===== src/rtl/clk_buf_pkg.sv =====
// Shared types and helpers for the divided-clock bank.
// Ratio width and the zero-to-one ratio mapping live here so every channel agrees.
package clk_buf_pkg;

   localparam int DIV_W_DEF = 8;

   typedef logic [DIV_W_DEF-1:0] div_t;

   typedef enum logic [1:0] {
      CH_IDLE  = 2'd0,
      CH_RUN   = 2'd1,
      CH_DRAIN = 2'd2
   } ch_state_t;

   // A ratio of zero would mean "never toggle"; run it at the fastest rate instead.
   function automatic div_t eff_div(input div_t ratio);
      return (ratio == '0) ? div_t'(1) : ratio;
   endfunction

endpackage


===== src/rtl/clk_div_ch.sv =====
// One divided-clock channel: half-period counter, glitch-free ratio swap,
// and an enable that always finishes a started high phase.
module clk_div_ch
   import clk_buf_pkg::*;
#(
   parameter div_t RST_DIV = div_t'(1)
) (
   input  logic                 clk_in,
   input  logic                 rst,
   input  logic                 ch_en,
   input  logic                 load,
   input  logic [DIV_W_DEF-1:0] ratio,
   output logic                 clk_out,
   output logic                 tick,
   output logic                 running
);

   ch_state_t state, state_n;
   div_t      cnt, cnt_n;
   div_t      pending, pending_n;
   div_t      active, active_n;
   div_t      d_eff;
   logic      out_q, out_n;
   logic      tick_q, tick_n;
   logic      term;

   always_ff @(posedge clk_in or posedge rst) begin
      if (rst) begin
         state   <= CH_IDLE;
         cnt     <= '0;
         pending <= RST_DIV;
         active  <= RST_DIV;
         out_q   <= 1'b0;
         tick_q  <= 1'b0;
      end else begin
         state   <= state_n;
         cnt     <= cnt_n;
         pending <= pending_n;
         active  <= active_n;
         out_q   <= out_n;
         tick_q  <= tick_n;
      end
   end

   assign d_eff = eff_div(active);
   assign term  = (cnt == (d_eff - div_t'(1)));

   always_comb begin
      state_n   = state;
      cnt_n     = cnt;
      pending_n = load ? ratio : pending;
      active_n  = active;
      out_n     = out_q;
      tick_n    = 1'b0;
      case (state)
         CH_IDLE: begin
            cnt_n = '0;
            out_n = 1'b0;
            if (load) active_n = ratio;
            if (ch_en) state_n = CH_RUN;
         end
         CH_RUN, CH_DRAIN: begin
            if ((state == CH_RUN) && !ch_en && !out_q) begin
               state_n = CH_IDLE;
               cnt_n   = '0;
            end else begin
               if ((state == CH_RUN) && !ch_en) state_n = CH_DRAIN;
               if (term) begin
                  cnt_n  = '0;
                  out_n  = ~out_q;
                  tick_n = ~out_q;
                  // Falling edge closes a full period: the only safe point to swap ratio.
                  if (out_q) begin
                     active_n = pending;
                     if (state_n == CH_DRAIN) state_n = CH_IDLE;
                  end
               end else begin
                  cnt_n = cnt + div_t'(1);
               end
            end
         end
         default: state_n = CH_IDLE;
      endcase
   end

   assign clk_out = out_q;
   assign tick    = tick_q;
   assign running = (state != CH_IDLE);

endmodule


===== src/rtl/clk_div_bank.sv =====
// Bank of NUM_CH independent clock dividers running from clk_in.
// DIV_W must match the package ratio width; channels share only clock and reset.
module clk_div_bank
   import clk_buf_pkg::*;
#(
   parameter int               NUM_CH  = 4,
   parameter int               DIV_W   = DIV_W_DEF,
   parameter logic [DIV_W-1:0] RST_DIV = DIV_W'(1)
) (
   input  logic                    clk_in,
   input  logic                    rst,
   input  logic [NUM_CH-1:0]       ch_en,
   input  logic [NUM_CH*DIV_W-1:0] div_ratio,
   input  logic [NUM_CH-1:0]       load,
   output logic [NUM_CH-1:0]       clk_out,
   output logic [NUM_CH-1:0]       tick,
   output logic [NUM_CH-1:0]       running
);

   for (genvar i = 0; i < NUM_CH; i++) begin : g_ch
      clk_div_ch #(
         .RST_DIV (div_t'(RST_DIV))
      ) u_ch (
         .clk_in  (clk_in),
         .rst     (rst),
         .ch_en   (ch_en[i]),
         .load    (load[i]),
         .ratio   (div_ratio[i*DIV_W +: DIV_W]),
         .clk_out (clk_out[i]),
         .tick    (tick[i]),
         .running (running[i])
      );
   end

endmodule

===== config.mk =====
export PLATFORM = sky130hd
export DESIGN_NAME = clk_div_bank
export DESIGN_NICKNAME = d
export VERILOG_FILES = /design/src/rtl/clk_buf_pkg.sv /design/src/rtl/clk_div_ch.sv /design/src/rtl/clk_div_bank.sv
export SDC_FILE = /design/constraint.sdc
export NUM_CORES = 1
export LEC_CHECK = 0
export CAP_MARGIN = 20
export CORE_MARGIN = 1.5
export CORE_UTILIZATION = 60
export CTS_CLUSTER_SIZE = 8
export DETAILED_ROUTE_END_ITERATION = 10
export PLACE_DENSITY = 0.92
export SYNTH_ARGS = -nofsm -noshare
export SYNTH_HDL_FRONTEND = slang
export SYNTH_SLANG_ARGS = --single-unit

===== constraint.sdc =====
create_clock -name clk_in -period 5.8 [get_ports clk_in]
set_input_delay 0.58 -clock clk_in [delete_from_list [all_inputs] [get_ports clk_in]]
set_output_delay 0.58 -clock clk_in [all_outputs]
set_load 0.02 [all_outputs]

==> results.md <==
- Share of cells above drive strength 1: 10.4%
- Die ar.: 11800 µm²
- Prevailing post-synth register cell: dfrtp_1
- Unrepaired setup endpoints after global routing: false
- Gpl congestion: 0.883
- Hold Crit Class: reg2reg
- DP HPWL: 10100 µm
- Seq cells post-synth: 112
- Pin count of the biggest net entering global routing: 73
- DRT Pass-1 Iters: 5
- Die Height: 109 µm
- Worst Setup SP: g_ch[0].u_ch.active[3]
- Top post-synthesis cells by area: dfrtp_1 39%, mux2_2 5.4%, ha_1 3.7%, dfstp_2 3.1%, nand2_1 2.7%
- P_leak: 3.07 nW
- Post-synth top area cell: dfrtp_1
- Initial DRC count: 307
- All-Layer GR Usage: 26.3%
- Most frequent cells in the layout: 104 x dfrtp_1, 53 x clkdlybuf4s50_1, 48 x nand2_1, 48 x nor2_1
- Kind of critical path: reg2reg
- Tcrit/Tclk final: 59.7%
- Synthesized area per cell: 9.69 µm²
- Clk_lat worst skew: 0.40 ns
- CTS Buf Count: 9
- Setup crit end: g_ch[0].u_ch.active[6]
- Final Hold Fails: 0
- Maximum vdd drop: 0.000307 V
- Final Critical Period: 3.46 ns
- Post-synth EDFFs: 0
- DRC: 0
- PD cells: 428 nW/µm²
- Slew headroom: 38.0%
- Synthesis Warnings: 0
- Gate power share: 43.9%
- H-tree levels: 3
- Clock Sinks: 112
- Boundary Pins: 54
- Vias in the first global route: 5492
- Vias/cell: 6.32
- Cell count after synthesis: 692
- Max frequency: 289 MHz
- Routed Antenna Nets: 0
- Syn nets: 754
- Setup Skew: 0.0108 ns
- Outcome: finished clean
- Core outline area: 10900 µm²
- Critical R2R Capture: g_ch[0].u_ch.active[6]
- CTS Hold Bufs: 0
- Area growth, synth to finish: 10.5%
- Actual slew at the worst max-slew pin: 0.931 ns
- Net Sw Frac: 42.1%
- Global-route wire length before repair: 24800 µm
- Max-Cap Viols: 0
- RR Startpoint: g_ch[0].u_ch.active[3]
- Worst reg-to-reg path cell count: 12
- Initial core utilization: 61.6%
- Clock network power share: 16.1%
- Synth top area share: 38.8%
- # fillers: 809
- Internal: 1.84 mW
- Nets@finish: 775
- Via count: 5423
- Root Buffer: clkbuf_8
- WP data required: 6.09 ns
- Unique masters post-synth: 74
- Cell Rows: 38
- FFs w/ async S/R, synth: 100%
- Worst setup SP type: flip-flop
- R2R setup slack: 2.34 ns
- Switching Power: 1.33 mW
- Setup tns final: 0 ns
- Post-Syn Area: 6710 µm²
- Commonest non-fill, non-tap cell in the layout: dfrtp_1
- Initial antenna violation count: 0
- Post-CTS sizing: 0
- Seq pwr share: 40.0%
- Antenna Cells: 0
- Slew Viols, Final: 0
- WP data arrival: 3.75 ns
- Overall power: 3.17 mW
- Seq/Total Area, Yosys: 41.9%
- Buffers added on ports: 53
- Final wirelength: 14300 µm
- Post-CTS Setup Bufs: 0
- Clock-pin slew on the worst setup and hold paths: 0.11 ns
- WL/cell: 16.7 µm
- TritonCTS clock tree: done
- CP max FO: 11
- Die width: 109 µm
- Setup violators final: 0
- Maximum clock insertion buffer count: 2
- Global route overflow: 0
- Nature of the critical path endpoint: flip-flop
-- flip-flops by register name, indices dropped and copies added (netlist names) --
name and count:
g_ch.u_ch.tick 4, g_ch.u_ch.active 32, g_ch.u_ch.state 8, g_ch.u_ch.pending 32, g_ch.u_ch.cnt 32, g_ch.u_ch.clk_out 4
-- how the worst min path moves through the flow --
stage	start	slack [ns]	endpoint	cells after the start
floorplan	g_ch[2].u_ch.pending[1]	0.47	g_ch[2].u_ch.active[1]	1
global route	g_ch[2].u_ch.pending[7]	0.54	g_ch[2].u_ch.pending[7]	1
detailed placement	g_ch[2].u_ch.pending[7]	0.49	g_ch[2].u_ch.active[7]	1
CTS	g_ch[2].u_ch.pending[7]	0.52	g_ch[2].u_ch.active[7]	1
finish	g_ch[2].u_ch.pending[5]	0.51	g_ch[2].u_ch.active[5]	1
global placement	g_ch[2].u_ch.pending[3]	0.49	g_ch[2].u_ch.active[3]	1
-- layout make-up --
| type | count | area (µm²) | area share (%) |
|---|---|---|---|
| Multi-Input combinational cell | 502 | 3540 | 47.7 |
| Sequential cell | 112 | 2810 | 38.0 |
| Timing Repair Buffer | 55 | 546 | 7.36 |
| Tap cell | 140 | 175 | 2.36 |
| Clock buffer | 10 | 138 | 1.86 |
| Inverter | 33 | 126 | 1.71 |
| Clock inverter | 6 | 75.1 | 1.01 |
-- critical path: stages (launching register included) --
cell,delay (ns)
dfrtp_1,0.48
nor4_2,0.45
and3_1,0.24
nor2_1,0.06
ha_1,0.30
xnor2_1,0.12
a2111oi_0,0.32
nand4_1,0.16
nor4_1,0.31
buf_4,0.22
nand3_1,0.25
o22a_1,0.27
o22a_1,0.18
-- synth_stat cells, drive strengths merged, types with 6 or more instances --
library cell	instances
o21ai	41
o32a	8
and2	11
dfstp	8
clkbuf	24
nor2b	7
nand2b	11
nor3	19
or4	6
inv	33
nand3	22
nor3b	10
xnor2	19
o22a	15
xor2	14
o21bai	7
nor2	51
a21oi	23
o21a	10
o22ai	18
a211o	6
a21o	8
buf	21
ha	20
nand2	48
dfrtp	104
mux2i	7
nand4	7
a221o	9
mux2	32
a22o	8
-- cell families after synthesis --
logic type / Yosys count / share of synthesized area, %
simple gates: 226 / 18.5
compound gates: 184 / 19.8
flops: 112 / 41.9
buf+inv: 78 / 5.32
mux: 39 / 6.42
xor+xnor: 33 / 4.31
fa+ha+maj: 20 / 3.73
-- per-stage QoR --
stage	area [µm²]	hold WS [ns]	util [%]	setup slack (ns)	cells
floorplan	6710	0.475	-	2.27	692
global placement	7200	0.486	66.1	2.63	842
detailed placement	7200	0.493	66.1	2.50	842
CTS	7410	0.518	68.0	2.46	858
global route	7410	0.537	68.0	2.08	858
finish	7410	0.512	68.0	2.34	858
-- power by group through the flow --
stage	registers (mW)	logic, mW	clock network, mW
floorplan	1.16	1.19	0
global placement	1.26	1.29	0
detailed placement	1.27	1.37	0
CTS	1.26	1.39	0.521
global route	1.31	1.54	0.549
finish	1.27	1.39	0.510
-- per-layer routing --
metal | GRT usage, % | wire, µm
met4 | 8.83 | 236
met1 | 32.5 | 6010
met2 | 45.4 | 7340
met3 | 5.86 | 720
met5 | 0 | 0
(Power assumes the default switching activity.)
